## src/rtl/gcd_arbiter_if.sv

```systemverilog
// rtl/gcd_arbiter_if.sv - request/response and shared gcd-unit signals of the gcd arbiter
interface gcd_arbiter_if #(
  parameter int W    = 8,
  parameter int NREQ = 4
);
  localparam int IW = (NREQ > 1) ? $clog2(NREQ) : 1;

  logic [NREQ-1:0]   req_valid;
  logic [NREQ-1:0]   req_ready;
  logic [NREQ*W-1:0] req_a;
  logic [NREQ*W-1:0] req_b;
  logic              resp_valid;
  logic              resp_ready;
  logic [IW-1:0]     resp_id;
  logic [W-1:0]      resp_ret;
  logic              resp_err;
  logic              gcd_rst;
  logic [W-1:0]      gcd_a;
  logic [W-1:0]      gcd_b;
  logic [W-1:0]      gcd_ret;
  logic              gcd_done;

  // Arbiter side: owns the grants, the response and the gcd-unit controls.
  modport master (
    input  req_valid, req_a, req_b, resp_ready, gcd_ret, gcd_done,
    output req_ready, resp_valid, resp_id, resp_ret, resp_err, gcd_rst, gcd_a, gcd_b
  );

  modport slave (
    output req_valid, req_a, req_b, resp_ready, gcd_ret, gcd_done,
    input  req_ready, resp_valid, resp_id, resp_ret, resp_err, gcd_rst, gcd_a, gcd_b
  );
endinterface

```

## src/rtl/gcd_arbiter.sv

```systemverilog
// rtl/gcd_arbiter.sv - round-robin arbiter sharing one gcd unit among NREQ requesters
module gcd_arbiter #(
  parameter int W       = 8,
  parameter int NREQ    = 4,
  parameter int TIMEOUT = 1023
) (
  input logic           clk,
  input logic           rst,
  gcd_arbiter_if.master bus
);
  localparam int IW = (NREQ > 1) ? $clog2(NREQ) : 1;
  localparam int CW = (TIMEOUT > 1) ? $clog2(TIMEOUT + 1) : 1;

  typedef enum logic [1:0] {IDLE, LOAD, RUN, RESP} state_t;

  state_t          state, state_nx;
  logic [IW-1:0]   ptr;
  logic [IW-1:0]   win_id;
  logic [IW-1:0]   idx;
  logic            win_any;
  logic [NREQ-1:0] grant;
  logic [W-1:0]    win_a, win_b;
  logic [W-1:0]    a_q, b_q;
  logic [W-1:0]    ret_q;
  logic            err_q;
  logic [IW-1:0]   id_q;
  logic [CW-1:0]   cnt;
  logic            accept, bypass, timeout;

  // Search starts just after the last winner so every requester gets a turn.
  always_comb begin
    win_any = 1'b0;
    win_id  = '0;
    idx     = '0;
    for (int k = 1; k <= NREQ; k++) begin
      idx = IW'((int'(ptr) + k) % NREQ);
      if (!win_any && bus.req_valid[idx]) begin
        win_any = 1'b1;
        win_id  = idx;
      end
    end
  end

  always_comb begin
    grant = '0;
    if (!rst && state == IDLE && win_any) grant[win_id] = 1'b1;
  end

  assign win_a   = bus.req_a[win_id*W +: W];
  assign win_b   = bus.req_b[win_id*W +: W];
  assign accept  = |grant;
  assign bypass  = (win_a == '0) || (win_b == '0);
  assign timeout = (cnt == CW'(TIMEOUT - 1));

  always_ff @(posedge clk) begin
    if (rst) state <= IDLE;
    else     state <= state_nx;
  end

  always_comb begin
    state_nx       = state;
    bus.req_ready  = grant;
    bus.resp_valid = !rst && (state == RESP);
    bus.gcd_rst    = rst || (state != RUN);
    bus.gcd_a      = a_q;
    bus.gcd_b      = b_q;
    bus.resp_id    = id_q;
    bus.resp_ret   = ret_q;
    bus.resp_err   = err_q;
    case (state)
      IDLE:    if (accept) state_nx = bypass ? RESP : LOAD;
      LOAD:    state_nx = RUN;
      RUN:     if (bus.gcd_done || timeout) state_nx = RESP;
      RESP:    if (bus.resp_ready) state_nx = IDLE;
      default: state_nx = IDLE;
    endcase
  end

  always_ff @(posedge clk) begin
    if (rst) begin
      ptr   <= IW'(NREQ - 1);
      a_q   <= '0;
      b_q   <= '0;
      id_q  <= '0;
      ret_q <= '0;
      err_q <= 1'b0;
      cnt   <= '0;
    end else begin
      case (state)
        IDLE: if (accept) begin
          ptr  <= win_id;
          a_q  <= win_a;
          b_q  <= win_b;
          id_q <= win_id;
          // A zero operand makes the gcd trivially the other operand.
          if (bypass) begin
            ret_q <= (win_a == '0) ? win_b : win_a;
            err_q <= 1'b0;
          end
        end
        LOAD: cnt <= '0;
        RUN: begin
          if (bus.gcd_done) begin
            ret_q <= bus.gcd_ret;
            err_q <= 1'b0;
          end else if (timeout) begin
            ret_q <= '0;
            err_q <= 1'b1;
          end else begin
            cnt <= cnt + 1'b1;
          end
        end
        default: ;
      endcase
    end
  end
endmodule

```

## src/flat_wrapper.sv

```systemverilog
// flat-port wrapper written by rule: the top's interface ports become plain ports
module gcd_arbiter_flat 
#(
  parameter int W       = 8,
  parameter int NREQ    = 4,
  parameter int TIMEOUT = 1023
)
  (clk, rst, bus_req_valid, bus_req_a, bus_req_b, bus_resp_ready, bus_gcd_ret, bus_gcd_done, bus_req_ready, bus_resp_valid, bus_resp_id, bus_resp_ret, bus_resp_err, bus_gcd_rst, bus_gcd_a, bus_gcd_b);
  gcd_arbiter_if #(.W(W), .NREQ(NREQ)) bus_i ();
  input logic clk;
  input logic rst;
  input wire logic [$bits(bus_i.req_valid)-1:0] bus_req_valid;
  input wire logic [$bits(bus_i.req_a)-1:0] bus_req_a;
  input wire logic [$bits(bus_i.req_b)-1:0] bus_req_b;
  input wire logic [$bits(bus_i.resp_ready)-1:0] bus_resp_ready;
  input wire logic [$bits(bus_i.gcd_ret)-1:0] bus_gcd_ret;
  input wire logic [$bits(bus_i.gcd_done)-1:0] bus_gcd_done;
  output wire logic [$bits(bus_i.req_ready)-1:0] bus_req_ready;
  output wire logic [$bits(bus_i.resp_valid)-1:0] bus_resp_valid;
  output wire logic [$bits(bus_i.resp_id)-1:0] bus_resp_id;
  output wire logic [$bits(bus_i.resp_ret)-1:0] bus_resp_ret;
  output wire logic [$bits(bus_i.resp_err)-1:0] bus_resp_err;
  output wire logic [$bits(bus_i.gcd_rst)-1:0] bus_gcd_rst;
  output wire logic [$bits(bus_i.gcd_a)-1:0] bus_gcd_a;
  output wire logic [$bits(bus_i.gcd_b)-1:0] bus_gcd_b;
  assign bus_i.req_valid = bus_req_valid;
  assign bus_i.req_a = bus_req_a;
  assign bus_i.req_b = bus_req_b;
  assign bus_i.resp_ready = bus_resp_ready;
  assign bus_i.gcd_ret = bus_gcd_ret;
  assign bus_i.gcd_done = bus_gcd_done;
  assign bus_req_ready = bus_i.req_ready;
  assign bus_resp_valid = bus_i.resp_valid;
  assign bus_resp_id = bus_i.resp_id;
  assign bus_resp_ret = bus_i.resp_ret;
  assign bus_resp_err = bus_i.resp_err;
  assign bus_gcd_rst = bus_i.gcd_rst;
  assign bus_gcd_a = bus_i.gcd_a;
  assign bus_gcd_b = bus_i.gcd_b;
  gcd_arbiter #(.W(W), .NREQ(NREQ), .TIMEOUT(TIMEOUT)) u_core (.clk(clk), .rst(rst), .bus(bus_i));
endmodule
```

## config.mk

```make
export PLATFORM = sky130hd
export DESIGN_NAME = gcd_arbiter_flat
export DESIGN_NICKNAME = d
export VERILOG_FILES = /design/src/rtl/gcd_arbiter_if.sv /design/src/rtl/gcd_arbiter.sv /design/src/flat_wrapper.sv
export SDC_FILE = /design/constraint.sdc
export NUM_CORES = 1
export LEC_CHECK = 0
export BUFFER_PORTS_ARGS = -buffer_cell sky130_fd_sc_hd__buf_2
export CORE_MARGIN = 4
export CORE_UTILIZATION = 49
export CTS_CLUSTER_DIAMETER = 150
export DETAILED_ROUTE_END_ITERATION = 7
export MAX_ROUTING_LAYER = met4
export PLACE_DENSITY_LB_ADDON = 0.25
export SETUP_SLACK_MARGIN = 0.3
export SYNTH_ARGS = -nofsm -noshare
export SYNTH_HDL_FRONTEND = slang
export SYNTH_SLANG_ARGS = --single-unit
```

## constraint.sdc

```tcl
create_clock -name clk -period 3.5 [get_ports clk]
set_input_delay 0.7 -clock clk [delete_from_list [all_inputs] [get_ports clk]]
set_output_delay 0.7 -clock clk [all_outputs]
set_load 0.005 [all_outputs]
```

-- After elaboration in Yosys (flattened, before gate mapping)
Index checks and enable logic that the tools add are counted.
- register bits after elaboration: 41
- input bits: 80
- output and inout bits: 33
- logic and storage cells: 95
- add/subtract/negate cells: 5
- magnitude comparators: 6
- eq/ne operators: 12
- shifts and indexed selects: 2
- muxes and demuxes: 38
- reductions and logical operators: 24
- operators by type and width (kind ; count):
    $shiftx 32x6->8 ; 2
    $mux 8 ; 5
    $mux 10 ; 2
    $pmux 10 s2 ; 1
    $logic_not 8->1 ; 2
    $mux 2 ; 8
    $pmux 8 s2 ; 1
    $lt 2x3->1 const B ; 5
    $mux 1 ; 13
    $add 10x1->10 const B ; 1
    $eq 10x10->1 const B ; 1
    $bmux 1 s2 ; 4
    $ne 2x2->1 const B ; 4
    $pmux 2 s4 ; 1
    $logic_and 1x1->1 ; 7
    $ne 2x1->1 const B ; 3
    $reduce_and 3->1 ; 2
    $add 2x1->2 const B ; 2
    $add 2x2->2 const B ; 2
    $eq 2x2->1 const B ; 2
    $logic_not 1->1 ; 4
    $mux 4 ; 1
    $reduce_and 4->1 ; 1
    $reduce_bool 2->1 ; 2
    9 further kinds ; 11

-- Longest topological paths before layout
Gate-level depths: netlist of run 1.
- depth after elaboration: 21
- gate-level depth with buffers: 10
- depth with buffers taken out: 9

-- Worst setup path before layout of run 1
Ideal clock, no wire load.
- path type: input port to flip-flop
- start: in bus_req_a[28]
- end: reg u_core.ret_q[2] (netlist: u_core.bus.resp_ret[2])
- library setup time: 0.075 ns
- arrival: 2.690 ns
- data required time: 3.425 ns
- path slack: 0.734 ns
- cell stages on the path: 7
- path through: or4_1 -> or4_1 -> mux2i_1 -> mux2i_2 -> o31a_1 -> a221o_1 -> o211ai_2
- longest elaborated chain between the ends: 6
- elaborated cells on any way between the ends: 9
- classes of those cells: eq/ne: 1; shift: 1; mux: 4; reduce/logical: 3
- ends and longest elaborated chain (element ; RTL line ; text):
    from (decl) ; flat_wrapper.sv:13 ; input wire logic [$bits(bus_i.req_a)-1:0] bus_req_a;
    $shiftx 32x6->8 (*) ; gcd_arbiter.sv:49 ; assign win_a = bus.req_a[win_id*W +: W];
    $logic_not 8->1 (*) ; gcd_arbiter.sv:52, gcd_arbiter.sv:97 ;
    $mux 8 ; gcd_arbiter.sv:97 ; ret_q <= (win_a == '0) ? win_b : win_a;
    $mux 8 ; gcd_arbiter.sv:96 ; if (bypass) begin
    $mux 8 ; gcd_arbiter.sv:90 ; IDLE: if (accept) begin
    $pmux 8 s2 ; gcd_arbiter.sv:89 ; case (state)
    to (signal assigned) ; gcd_arbiter.sv:97 ;
    to (signal assigned) ; gcd_arbiter.sv:104 ; ret_q <= bus.gcd_ret;
    to (decl) ; gcd_arbiter.sv:24 ; logic [W-1:0] ret_q;
Every way passes the cells marked *; elsewhere a longest branch is shown, timed or not. The select of a mux whose other input is x is not followed.
A chain may end at the register's enable or synchronous reset.

-- Worst setup path after layout of run 1
- start: in bus_req_valid[3]
- end: reg u_core.ret_q[1] (netlist: u_core.bus.resp_ret[1])
- longest elaborated chain between the ends: 20
- elaborated cells on any way between the ends: 42
- classes of those cells: order compare: 2; eq/ne: 2; shift: 2; mux: 23; reduce/logical: 13
- ends and longest elaborated chain (element ; RTL line ; text):
    from (decl) ; flat_wrapper.sv:12 ; input wire logic [$bits(bus_i.req_valid)-1:0] bus_req_valid;
    branches (longest 20 deep; another with $bmux 1 s2) ; - ;
Several ways; the timed one is not identified. The select of a mux whose other input is x is not followed.

==> results.sh, run 1 <==
export IMPL_cp_data_arrival_time_ns=3.15
export IMPL_report_final_slew_viol_count=0
export IMPL_synth_seq_area_share_pct=29.3
export IMPL_io_pin_count=113
export IMPL_detail_route_first_pass_iterations=4
export IMPL_largest_driver_fanout_on_the_critical_path=21
export IMPL_cts_num_sinks=41
export IMPL_holdWs_ns=0.456
export IMPL_postRouteAntennaNets=0
export IMPL_grt_util_met3_pct=5.43
export IMPL_multiInputGateArea_sq_um=1860
export IMPL_synth_main_ff_cell="dfxtp_1"
export IMPL_path_class="input port to flop"
export IMPL_grt_ovfl_total=0
export IMPL_timing_critical_path_slowest_stage_cell="o221a_2"
export IMPL_worst_setup_hold_path_clk_slew_ns=0.08
export IMPL_grt_first_pass_wirelength_um=14300
export IMPL_totalPowerFinal_mw=2.34
export IMPL_synth_edff_count=0
export IMPL_grt_use_met2_pct=41.1
export IMPL_fin_tns_setup_ns=0
export IMPL_yosysWarningCount=0
export IMPL_max_slew_margin_pct=54.4
export IMPL_worstSetupEndpointType="flop"
export IMPL_period_minus_slack_ns=2.93
export IMPL_final_util_pct=64.6
export IMPL_skew_ns=0.00673
export IMPL_yosysUniqueCellTypes=52
export IMPL_core_sq_um=5540
export IMPL_run_status="completed"
export IMPL_area_sequential_sq_um=821
export IMPL_rows=27
export IMPL_tritoncts_num_buffers=5
export IMPL_cts_setup_buffers=0
export IMPL_htree_num_levels=2
export IMPL_most_common_layout_cells="buf_2 (112), nand2_1 (47), dfxtp_1 (41), a21oi_1 (38), mux2i_1 (35)"
export IMPL_syn_avg_cell_area_sq_um=7.90
export IMPL_cts_root_buf="clkbuf_8"
export IMPL_power_density_nw_per_um2=653
export IMPL_final_period_utilization_pct=83.6
export IMPL_antenna_violations_before_repair=0
export IMPL_final_critical_path_setup_slack_ns=0.573
export IMPL_synth_seq_cells=41
export IMPL_post_layout_nonfiller_instances=536
export IMPL_leakage_nw=1.60
export IMPL_critical_path_startpoint_type="input port"
export IMPL_min_path_cells=2
export IMPL_power_ir_vdd_worst_mv=0.374
export IMPL_synthesis_area_sq_um=2800
export IMPL_reg2reg_slack_ns=0.77
export IMPL_detail_route_wl_per_cell_um=16.4
export IMPL_post_synthesis_net_count=442
export IMPL_grt_pass1_vias=2975
export IMPL_grt_max_degree=33
export IMPL_clk_path_buf_depth=2
export IMPL_detailedPlacementHpwl_um=6920
export IMPL_setup_viol_count_final=0
export IMPL_number_of_vias_per_cell_after_detailed_routing=5.61
export IMPL_tightest_slew_ns=0.683
export IMPL_gp_congestion=0.988
export IMPL_cpPeakStageDelay_ns=0.56
export IMPL_die_width_um=83.6
export IMPL_hold_start="u_core.bus.gcd_b[6]"
export IMPL_clk_latency_ns=0.29
export IMPL_path_cells="buf_2 -> nor2b_1 -> o221a_2 -> buf_4 -> mux2i_1 -> mux2_2 -> o311ai_0 -> o211ai_1 -> a21oi_1"
export IMPL_post_cts_resized_instances=0
export IMPL_cts_hold_repair_buffers=0
export IMPL_launch_point_of_the_worst_reg_to_reg_path="u_core.ptr[0]"
export IMPL_rr_endpoint="u_core.bus.resp_ret[1]"
export IMPL_drc=0
export IMPL_fillerInstances=512
export IMPL_die_area_sq_um=7000
export IMPL_cp_required_ns=3.72
export IMPL_max_freq_mhz=342
export IMPL_rr_worst_depth=8
export IMPL_die_height_um=83.6
export IMPL_num_nets_final=550
export IMPL_wirelength_um=8780
export IMPL_grt_total_usage_pct=25.2
export IMPL_dp_cells=528
export IMPL_mapped_cells=355
export IMPL_final_layout_size_suffix_gt1_share_pct=30.8
export IMPL_timing_max_cap_violations=0
export IMPL_place_area_sq_um=3450
export IMPL_routed_via_count=3007
export IMPL_async_flop_share_pct=0
export IMPL_antenna_cells=0
export IMPL_final_number_of_hold_violating_endpoints=0
export IMPL_mostFrequentLayoutCell="buf_2"
export IMPL_globalRouteMet1Util_pct=32.3
export IMPL_worst_hold_path_type="flop to flop"
export IMPL_port_buffers=112
export IMPL_hold_end="u_core.bus.gcd_b[6]"
export IMPL_drtIter0Drc=181
export IMPL_final_cell_area_sq_um=3580
export IMPL_setup_repair_after_global_routing_missed_its_margin="false"
export IMPL_initial_core_utilization_pct=50.6
export IMPL_cts_tree="built"
export IMPL_syn_to_final_growth_pct=27.7
export IMPL_post_placement_worst_setup_slack_ns=0.374
export IMPL_gr_max_usage_layer="met2"
-- how the worst max path moves through the flow --
stage / start / end / slack [ns] / cells past startpoint
3_3_place_gp: bus_req_valid[3] / u_core.bus.resp_ret[1] / 0.46 / 9
3_5_place_dp: bus_req_valid[3] / u_core.bus.resp_ret[5] / 0.37 / 9
6_report: bus_req_valid[3] / u_core.bus.resp_ret[1] / 0.57 / 9
2_1_floorplan: bus_req_a[28] / u_core.bus.resp_ret[2] / 0.73 / 7
5_1_grt: bus_req_valid[3] / u_core.bus.resp_ret[1] / 0.42 / 9
4_1_cts: bus_req_valid[3] / u_core.bus.resp_ret[1] / 0.60 / 9
-- cell usage after synthesis (2+ instances only) --
| cell | instances | area, sq um |
|---|---|---|
| o2111ai_1 | 2 | 17.5 |
| nor2b_1 | 15 | 93.8 |
| xnor2_1 | 4 | 35.0 |
| dfxtp_1 | 41 | 821 |
| clkbuf_1 | 12 | 45.0 |
| buf_2 | 6 | 30.0 |
| and2_1 | 3 | 18.8 |
| nand2_1 | 47 | 176 |
| a221o_1 | 2 | 20.0 |
| buf_1 | 2 | 7.51 |
| nor2_1 | 27 | 101 |
| a21oi_1 | 38 | 190 |
| nand4_1 | 2 | 12.5 |
| mux2i_1 | 35 | 350 |
| or4_1 | 12 | 90.1 |
| and4_1 | 3 | 26.3 |
| ha_1 | 7 | 87.6 |
| xor2_1 | 4 | 35.0 |
| and3_1 | 2 | 12.5 |
| nor3_1 | 10 | 50.1 |
| o21ai_1 | 5 | 25.0 |
| o21ai_0 | 6 | 30.0 |
| o32ai_1 | 4 | 35.0 |
| a211oi_1 | 15 | 113 |
| inv_1 | 11 | 41.3 |
| nand2b_1 | 2 | 12.5 |
| o211ai_2 | 2 | 25.0 |
| nand3_1 | 8 | 40.0 |
| mux2_2 | 4 | 45.0 |
| and3b_1 | 2 | 17.5 |
-- per-layer routing --
| metal | vias to the layer above | routed length [um] | part of all wire, % |
|---|---|---|---|
| met4 | 0 | 101 | 1.2 |
| li1 | 1509 | - | - |
| met3 | 9 | 630 | 7.2 |
| met2 | 115 | 4070 | 46 |
| met1 | 1374 | 3970 | 45 |
| met5 | - | 0 | 0 |
-- critical path, delay by kind of cell --
family	cells	cell delay, ns
simple gates	1	0.20
mux	2	0.38
compound gates	4	1.40
buf+inv	2	0.47
-- layout make-up --
type                            count  share of cell area [%]
Clock inverter                      3                    1.82
Timing Repair Buffer              122                    17.7
Multi-Input combinational cell    281                    51.8
Clock buffer                        5                    1.92
Tap cell                           72                    2.52
Sequential cell                    41                    22.9
Inverter                           12                    1.26
-- sequential cells by signal, summed over array words and instances (netlist names) --
| name | count |
|---|---|
| u_core.bus.resp_id | 2 |
| u_core.cnt | 10 |
| u_core.bus.resp_err | 1 |
| u_core.bus.resp_ret | 8 |
| u_core.bus.gcd_a | 8 |
| u_core.state | 2 |
| u_core.ptr | 2 |
| u_core.bus.gcd_b | 8 |
-- where the power goes --
| part | switching [mW] | total (mW) | internal (mW) | leakage (nW) |
|---|---|---|---|---|
| clock | 0.166 | 0.449 | 0.283 | 0.0681 |
| combinational | 0.722 | 1.23 | 0.505 | 1.20 |
| sequential | 0.0743 | 0.661 | 0.587 | 0.335 |
-- kinds of logic after synthesis --
family          count (synthesis)  share of synthesized area, %
compound gates                 88                          21.2
fa+ha+maj                       7                          3.12
mux                            40                          14.6
buf+inv                        33                          4.82
simple gates                  138                          24.5
xor+xnor                        8                          2.50
flops                          41                          29.3
Note: power is estimated with default switching activity, not from simulation.
==> run 2: changes to the inputs <==
- CORE_UTILIZATION: 49 -> 44
- clock period: 3.5 -> 2.6 ns (I/O delays scaled with it)
==> run 2 against run 1 <==
  * Global-route usage fell by 1.2 points
  * Via count rose by 4.3%
  * Sequential share of layout area fell by 2.2 points
  * Routed wire length rose by 2.9%
  * Total power rose by 46%
  * Sequential power rose by 35%
==> results.sh, run 2 (synthesis gave the netlist of run 1 again) <==
export IMPL_syn_to_final_growth_pct=41.5
export IMPL_max_slew_margin_pct=53.8
export IMPL_final_util_pct=65.5
export IMPL_cpPeakStageDelay_ns=0.54
export IMPL_path_cells="buf_2 -> or4_4 -> or4_4 -> mux2i_4 -> mux2i_4 -> o31ai_4 -> buf_4 -> o2111ai_1 -> o211ai_2"
export IMPL_path_class="input port to flop"
export IMPL_setup_repair_after_global_routing_missed_its_margin="true"
export IMPL_die_width_um=87.8
export IMPL_htree_num_levels=2
export IMPL_grt_first_pass_wirelength_um=14300
export IMPL_dp_cells=551
export IMPL_leakage_nw=1.76
export IMPL_cts_root_buf="clkbuf_8"
export IMPL_largest_driver_fanout_on_the_critical_path=4
export IMPL_timing_max_cap_violations=0
export IMPL_final_period_utilization_pct=94.4
export IMPL_report_final_slew_viol_count=0
export IMPL_critical_path_n_buffers_inverters=2
export IMPL_rows=28
export IMPL_number_of_vias_per_cell_after_detailed_routing=5.58
export IMPL_cp_data_arrival_time_ns=2.68
export IMPL_final_number_of_hold_violating_endpoints=0
export IMPL_power_density_nw_per_um2=858
export IMPL_num_nets_final=573
export IMPL_worstSetupEndpointType="flop"
export IMPL_gp_congestion=0.924
export IMPL_period_minus_slack_ns=2.45
export IMPL_detail_route_first_pass_iterations=4
export IMPL_critical_path_top_delay_family="simple AND/OR/NAND/NOR gates"
export IMPL_clk_latency_ns=0.30
export IMPL_postRouteAntennaNets=0
export IMPL_most_common_layout_cells="buf_2 (110), nand2_1 (47), dfxtp_1 (40), a21oi_1 (38), mux2i_1 (32)"
export IMPL_tritoncts_num_buffers=5
export IMPL_cp_required_ns=2.82
export IMPL_die_height_um=87.8
export IMPL_grt_max_degree=32
export IMPL_detail_route_wl_per_cell_um=16.1
export IMPL_wirelength_um=9030
export IMPL_post_layout_nonfiller_instances=562
export IMPL_grt_total_usage_pct=24.0
export IMPL_max_freq_mhz=407
export IMPL_final_layout_size_suffix_gt1_share_pct=39.6
export IMPL_largest_register_ffs=10
export IMPL_power_ir_vdd_worst_mv=0.410
export IMPL_antenna_violations_before_repair=0
export IMPL_port_buffers=112
export IMPL_drc=0
export IMPL_mostFrequentLayoutCell="buf_2"
export IMPL_regMostFlops="u_core.cnt"
export IMPL_tightest_slew_ns=0.694
export IMPL_die_area_sq_um=7710
export IMPL_detailedPlacementHpwl_um=7010
export IMPL_fillerInstances=526
export IMPL_io_pin_count=113
export IMPL_clk_path_buf_depth=2
export IMPL_grt_pass1_vias=3147
export IMPL_cts_hold_repair_buffers=0
export IMPL_cts_tree="built"
export IMPL_cts_num_sinks=41
export IMPL_setup_viol_count_final=0
export IMPL_routed_via_count=3136
export IMPL_worst_hold_path_type="flop to flop"
export IMPL_holdWs_ns=0.460
export IMPL_drtIter0Drc=159
export IMPL_critical_path_startpoint_type="input port"
export IMPL_grt_ovfl_total=0
export IMPL_initial_core_utilization_pct=46.3
export IMPL_skew_ns=0.00829
export IMPL_worst_setup_hold_path_clk_slew_ns=0.09
export IMPL_core_sq_um=6060
export IMPL_timing_critical_path_slowest_stage_cell="or4_4"
export IMPL_run_status="completed"
export IMPL_antenna_cells=0
run 2: cell types whose count changed in the layout (fill, tap and decap cells not counted), moves of 2 or more:
cell     previous run  this run
buf_12              0         2
buf_2             112       110
buf_4              10        30
buf_6               0         3
mux2i_1            35        32
mux2i_4             0         3
nand3_1             8         6
nand3_2             0         2
o32ai_1             4         0
o32ai_2             0         4
or4_1              12         4
or4_4               0         8
run 2: worst paths after layout:
check        depth (start not counted)                 from  slack, ns                      to
min                                  2  u_core.bus.gcd_b[4]       0.46     u_core.bus.gcd_b[4]
max reg2reg                          9        u_core.ptr[1]       0.24  u_core.bus.resp_ret[7]
min reg2reg                          2  u_core.bus.gcd_b[4]       0.46     u_core.bus.gcd_b[4]
max                                  9        bus_req_a[12]       0.15  u_core.bus.resp_ret[7]
run 2: layout make-up:
class | instances | area (sq um) | share of cell area, %
clock inverters | 3 | 68.8 | 1.73
flip-flops and latches | 41 | 822 | 20.7
clock buffers | 5 | 68.8 | 1.73
repair buffers | 145 | 850 | 21.4
multi-input cells | 281 | 2020 | 50.9
well taps | 75 | 93.8 | 2.37
inverters | 12 | 45.0 | 1.14
run 2: repair_timing:
action	in CTS	in global routing
gates resized for setup	11	24
setup buffers	2	1
pin swaps	15	6
endpoints found under the setup margin	10	17
run 2: metrics by stage:
stage | setup slack [ns] | TNS [ns] | cell area (sq um) | power [mW]
final | 0.145 | 0 | 3970 | 3.40
after global routing | 0.0893 | 0 | 3970 | 3.64
after detailed placement | -0.244 | -1.92 | 3630 | 2.68
after CTS | 0.128 | 0 | 3840 | 3.33
after global placement | -0.184 | -1.31 | 3630 | 2.64
after floorplan | 0.0278 | 0 | 2820 | 2.00
run 2: power by group:
part           internal (mW)  switching [mW]
Clock                  0.387           0.239
Combinational          0.834            1.05
Sequential             0.791           0.103
Total                   2.01            1.39
run 2: worst reg2reg max path, delay by kind of cell, from the launching register on:
kind | cells | cell delay, ns
compound gates | 3 | 0.68
buf+inv | 2 | 0.32
flops | 1 | 0.35
simple gates | 2 | 0.60
mux | 2 | 0.34
run 2: metal layers:
metal / track usage, % / up-vias / wire, um
met1: 28.8 / 1442 / 3810
li1: - / 1555 / -
met5: - / - / 0
met4: 9.07 / 0 / 261
met2: 40.3 / 113 / 4330
met3: 3.95 / 26 / 628
